$ cat src/rtl/pmu_bitstream_word_assembler.sv
// Serial-to-parallel bitstream packer: shifts bits MSB first into WORD_WIDTH-bit words and
// queues completed words in a small FIFO with a valid/ready output and framing status.
module pmu_bitstream_word_assembler #(
    parameter int unsigned WORD_WIDTH = 40,
    parameter int unsigned FIFO_DEPTH = 4,
    parameter int unsigned CNT_WIDTH  = 16
) (
    input  logic                  clk,
    input  logic                  rst,
    input  logic                  en_i,
    input  logic                  sync_i,
    input  logic                  bit_i,
    input  logic                  bit_valid_i,
    output logic [WORD_WIDTH-1:0] data_o,
    output logic                  data_valid_o,
    input  logic                  data_ready_i,
    output logic [5:0]            bit_cnt_o,
    output logic [CNT_WIDTH-1:0]  words_o,
    output logic                  overflow_o
);

    localparam int unsigned PtrW = $clog2(FIFO_DEPTH);
    localparam logic [5:0] LastBit = 6'(WORD_WIDTH - 1);
    localparam logic [PtrW:0] FifoFull = (PtrW + 1)'(FIFO_DEPTH);

    typedef enum logic [0:0] {StIdle, StAssemble} state_e;

    state_e                 state_q, state_d;
    logic [WORD_WIDTH-1:0]  shreg_q, shreg_d;
    logic [5:0]             cnt_q, cnt_d;
    logic [WORD_WIDTH-1:0]  push_word;
    logic                   push;

    logic [WORD_WIDTH-1:0]  mem_q [FIFO_DEPTH];
    logic [PtrW-1:0]        rd_ptr_q, wr_ptr_q;
    logic [PtrW:0]          count_q, count_d;
    logic [CNT_WIDTH-1:0]   words_q;
    logic                   overflow_q;
    logic                   pop, push_ok, drop;

    always_comb begin
        state_d = state_q;
        unique case (state_q)
            StIdle:     if (en_i)  state_d = StAssemble;
            StAssemble: if (!en_i) state_d = StIdle;
            default:    state_d = StIdle;
        endcase
    end

    // Shifter: sync and disable both discard the partial word; sync beats completion.
    always_comb begin
        shreg_d   = shreg_q;
        cnt_d     = cnt_q;
        push      = 1'b0;
        push_word = {shreg_q[WORD_WIDTH-2:0], bit_i};
        if (state_q != StAssemble || !en_i || sync_i) begin
            shreg_d = '0;
            cnt_d   = '0;
        end else if (bit_valid_i) begin
            if (cnt_q == LastBit) begin
                push    = 1'b1;
                shreg_d = '0;
                cnt_d   = '0;
            end else begin
                shreg_d = push_word;
                cnt_d   = cnt_q + 6'd1;
            end
        end
    end

    // A full FIFO still accepts a push when the head is popped on the same edge.
    always_comb begin
        pop     = (count_q != '0) && data_ready_i;
        push_ok = push && ((count_q != FifoFull) || pop);
        drop    = push && !push_ok;
        count_d = count_q;
        if (push_ok && !pop) begin
            count_d = count_q + (PtrW + 1)'(1);
        end else if (!push_ok && pop) begin
            count_d = count_q - (PtrW + 1)'(1);
        end
    end

    always_ff @(posedge clk) begin
        if (rst) begin
            state_q    <= StIdle;
            shreg_q    <= '0;
            cnt_q      <= '0;
            rd_ptr_q   <= '0;
            wr_ptr_q   <= '0;
            count_q    <= '0;
            words_q    <= '0;
            overflow_q <= 1'b0;
            for (int i = 0; i < FIFO_DEPTH; i++) begin
                mem_q[i] <= '0;
            end
        end else begin
            state_q <= state_d;
            shreg_q <= shreg_d;
            cnt_q   <= cnt_d;
            count_q <= count_d;
            if (push_ok) begin
                mem_q[wr_ptr_q] <= push_word;
                wr_ptr_q        <= wr_ptr_q + PtrW'(1);
                if (words_q != '1) begin
                    words_q <= words_q + CNT_WIDTH'(1);
                end
            end
            if (pop) begin
                rd_ptr_q <= rd_ptr_q + PtrW'(1);
            end
            if (drop) begin
                overflow_q <= 1'b1;
            end
        end
    end

    assign data_o       = mem_q[rd_ptr_q];
    assign data_valid_o = (count_q != '0);
    assign bit_cnt_o    = cnt_q;
    assign words_o      = words_q;
    assign overflow_o   = overflow_q;

endmodule

$ cat config.mk
export PLATFORM = sky130hd
export DESIGN_NAME = pmu_bitstream_word_assembler
export DESIGN_NICKNAME = d
export VERILOG_FILES = /design/src/rtl/pmu_bitstream_word_assembler.sv
export SDC_FILE = /design/constraint.sdc
export NUM_CORES = 1
export LEC_CHECK = 0
export ABC_AREA = 1
export ABC_CLOCK_PERIOD_IN_PS = 5200
export CORE_UTILIZATION = 49
export CTS_CLUSTER_DIAMETER = 30
export DETAILED_ROUTE_END_ITERATION = 16
export GPL_TIMING_DRIVEN = 0
export PLACE_DENSITY = 0.72
export SYNTH_ARGS = -nofsm -noshare
export SYNTH_HDL_FRONTEND = slang
export SYNTH_SLANG_ARGS = --single-unit
$ cat constraint.sdc
create_clock -name clk -period 5.2 [get_ports clk]
set_input_delay 1.04 -clock clk [delete_from_list [all_inputs] [get_ports clk]]
set_output_delay 1.04 -clock clk [all_outputs]
set_load 0.01 [all_outputs]
# == Word-level counts from Yosys, hierarchy flattened ==
# Memory sizes are Yosys's and may differ from the RTL's. A register that Yosys moved wholly into a read port is not among the register bits.
# Cells that the tools add are included.
# word_totals
regBits,70
ramBits,160
input_bits,7
word_cells,53
n_memories,1
# mem_list
name,words,word_bits,read_ports,rd_clocked_by_memory_dff,wr,line_no,source
mem_q,4,40,1,1,4,34,logic [WORD_WIDTH-1:0] mem_q [FIFO_DEPTH];
# op_classes
n_addsub,6
eq_ne,3
mux,18
n_bitwise,1
reduce_logical,16
# ops
cell,count
$mux W40,1
$reduce_or A40 Y1,1
$mux W39,1
$add A16 B1 Y16 const B,1
$ne A16 B16 Y1 const B,1
$mux W1,10
$add A6 B1 Y6 const B,1
$eq A6 B6 Y1 const B,1
$mux W2,3
$mux W3,2
$mux W6,1
$logic_and A1 B1 Y1,5
$add A2 B1 Y2 const B,2
$add A3 B1 Y3 const B,1
$logic_not A1 Y1,3
$logic_or A1 B1 Y1,3
$ne A3 B3 Y1 const B,1
$reduce_bool A3 Y1,1
$sub A3 B1 Y3 const B,1
$reduce_and A2 Y1,1
$reduce_bool A2 Y1,1
$reduce_or A2 Y1,1
$not A1 Y1,1

# == Longest topological paths before layout ==
# logic_depth
word_depth,10
depth_mapped,12
ltp_nobuf,12

# == Worst setup path before layout ==
# Ideal clock, no wire load.
# synth_path
kind,input-to-reg
startpoint,input port en_i
endpoint,"memory mem_q[3][0], enable pin"
setup_time_ps,498
arrival_ps,4432
required_time_ps,4702
slack_ps,270
stages,4
path_buffers,0
cell_sequence,nand2_1 > nor2_4 > nand4_1 > o31ai_1
# synth_rtl
item,line_no,source
from (decl),10,"input logic en_i,"
to (decl),34,

==> flow_metrics.tcl <==
set metrics [dict create \
    cp_max_fo 10 \
    yosysUniqueCellTypes 34 \
    drt_iter0_markers 692 \
    grt_max_degree 29 \
    final_cell_mix "nor2_1, edfxtp_1, o21ai_0" \
    post-route-util_pct 64.0 \
    initial_core_util_pct 50.6 \
    clock_latency_ps 540 \
    antenna-diode-count 0 \
    crit_chain "clkbuf_1, clkinv_1, clkbuf_1, o21ai_0, o22ai_1, clkdlybuf4s50_1" \
    placementRows 52 \
    power_density_nw_per_um2 438 \
    outcome "finished, final reports clean" \
    setup_viol 0 \
    power_leakage_nw 4.31 \
    maxSlewHeadroom_pct 32.4 \
    die_area_um2 21700 \
    wirelength_mm 26.6 \
    worst_pin_slew_ps 1010 \
    numCtsBuffers 44 \
    clk_path_buf_depth 3 \
    die_h_um 147 \
    cap_violations 0 \
    vias 8204 \
    maxSlewViolCount 0 \
    rsz0062_at_grt "no" \
    clkSinkCount 232 \
    seq_area_frac_synth_pct 60.4 \
    grt_pass1_vias 8095 \
    synth_area_leaders "edfxtp_1, dfxtp_1, nor2_1" \
    finalPower_mw 5.72 \
    dp_hpwl_mm 16.8 \
    cts-root-buf "clkbuf_16" \
    worstHoldPathType "flip-flop to flip-flop" \
    netlist_area_um2 10300 \
    cts_tree "built" \
    postCtsResizedCells 0 \
    antenna_left 0 \
    avgRoutedWirePerCell_um 18.1 \
    final_common_cell "nor2_1" \
    ys_warn_count 0 \
    synth_top_area_share_pct 46.5 \
    stdcell_count 1468 \
    antenna_found_initial 0 \
    drt_first_pass_iters 5 \
    grt_pass1_wl_mm 42.1 \
    critPathArrivalTime_ps 2950 \
    fin_crit_sh_pct 76.7 \
    synth_nets 1052 \
    timing.final.crit_period_ps 3990 \
    die_w_um 147 \
    area.growth.synth_to_final_pct 26.5 \
    max_stage_delay_ps 500 \
    synth_top_area_cell "edfxtp_1" \
    syn_area_per_cell_um2 9.93 \
    synth_seq_cells 232 \
    ctsHoldBuffers 0 \
    crit_path_end_kind "output port" \
    htree_levels 2 \
    synth_cells 1041 \
    drive_gt1_share_pct 14.6 \
    clkSlewWorstSetupHoldPaths_ps 40 \
    critPathKind "flip-flop to output port" \
    hold_ws_ps 475 \
    io_buffers 69 \
    start_kind "flip-flop" \
    irDropWorstVdd_v 0.000311 \
    gp_congestion 0.849 \
    finClkSkew_ps 33.1 \
    postCtsSetupRepairBufs 0 \
    core-area_um2 20400 \
    dp.cells 1386 \
    viasPerCell 5.59 \
    crit_top_cell "clkbuf_1" \
    drcViolationCount 0 \
    required_ps 4160 \
    fillCellCount 1614 \
    gr-total-overflow 0 \
    track_usage_pct 25.1 \
    final_nets 1173 \
    critPathSlowestCell "clkdlybuf4s50_1" \
    hold_violations 0 \
    fmax_mhz 251 \
    ios 71 \
]
## Yosys cell counts, drive strengths merged
cell and count:
fa 1, nor2 256, clkinv 3, buf 23
nand4 8, dfxtp 72, ha 3, edfxtp 160
a211oi 28, xnor2 1, nor3b 3, o21ai 91
inv 80, o22ai 40, xor2 3, nand3 25
o31ai 1, nor4 12, nand2 79, clkbuf 45
nor3 83, nand3b 1, a21oi 23
## through the flow
step | setup WS, ps | instance area, um^2 | setup TNS (ps)
floorplan | 270 | 10300 | 0
global placement | -2810 | 11400 | -280300
detailed placement | 1510 | 11600 | 0
CTS | 1200 | 13100 | 0
global route | 1020 | 13100 | 0
finish | 1210 | 13100 | 0
## cell type report
| class | instances | area, um^2 | area share, % |
|---|---|---|---|
| Multi-Input combinational cell | 658 | 3470 | 26.5 |
| Timing Repair Buffer | 75 | 848 | 6.49 |
| Sequential cell | 232 | 6250 | 47.8 |
| Inverter | 83 | 312 | 2.38 |
| Clock inverter | 19 | 186 | 1.43 |
| Clock buffer | 63 | 1330 | 10.2 |
| Tap cell | 270 | 338 | 2.58 |
| Buffer | 68 | 349 | 2.67 |
## power breakdown
group | switching, mW | total [mW] | internal, mW
combinational | 0.479 | 0.818 | 0.338
clock | 0.939 | 2.83 | 1.89
sequential | 0.0289 | 2.08 | 2.05
## cell families after synthesis
group                      Yosys count  share of synthesized area [%]
and+or+nand+nor                    467                           22.3
AOI/OAI and AO/OA                  183                           10.0
buffers and inverters              151                           6.39
adders and majority gates            4                          0.557
DFF                                232                           60.4
xor gates and xnor gates             4                          0.339
## critical path, delay by kind of cell (launching register included)
kind	cells	cell delay [ps]
AO/OA/AOI/OAI	2	350
flip-flops	1	300
buffers and inverters	4	1780
## path summary, 6_finish.rpt
| path | start | to | slack [ps] | depth (start not counted) |
|---|---|---|---|---|
| hold reg to reg | rd_ptr_q[1] | rd_ptr_q[1] | 470 | 2 |
| setup / recovery | flip-flop | data_o[8] | 1210 | 6 |
| setup reg to reg | bit_cnt_o[0] | mem_q[0][5] | 2380 | 9 |
| hold / removal | rd_ptr_q[1] | rd_ptr_q[1] | 470 | 2 |
## sequential cells by signal, indices dropped and copies added (netlist names), named ones only
signal / cells
bit_cnt_o: 6
count_q: 3
mem_q: 160
overflow_o: 1
rd_ptr_q: 2
shreg_q: 39
state_q: 1
words_o: 16
wr_ptr_q: 2
## metal layers
metal	routed length [um]	track usage, %
met4	780	10.9
met1	10800	32.6
met3	2180	4.63
met5	0	0
met2	12800	41.0
No activity file was read; power rests on OpenSTA's default activity.
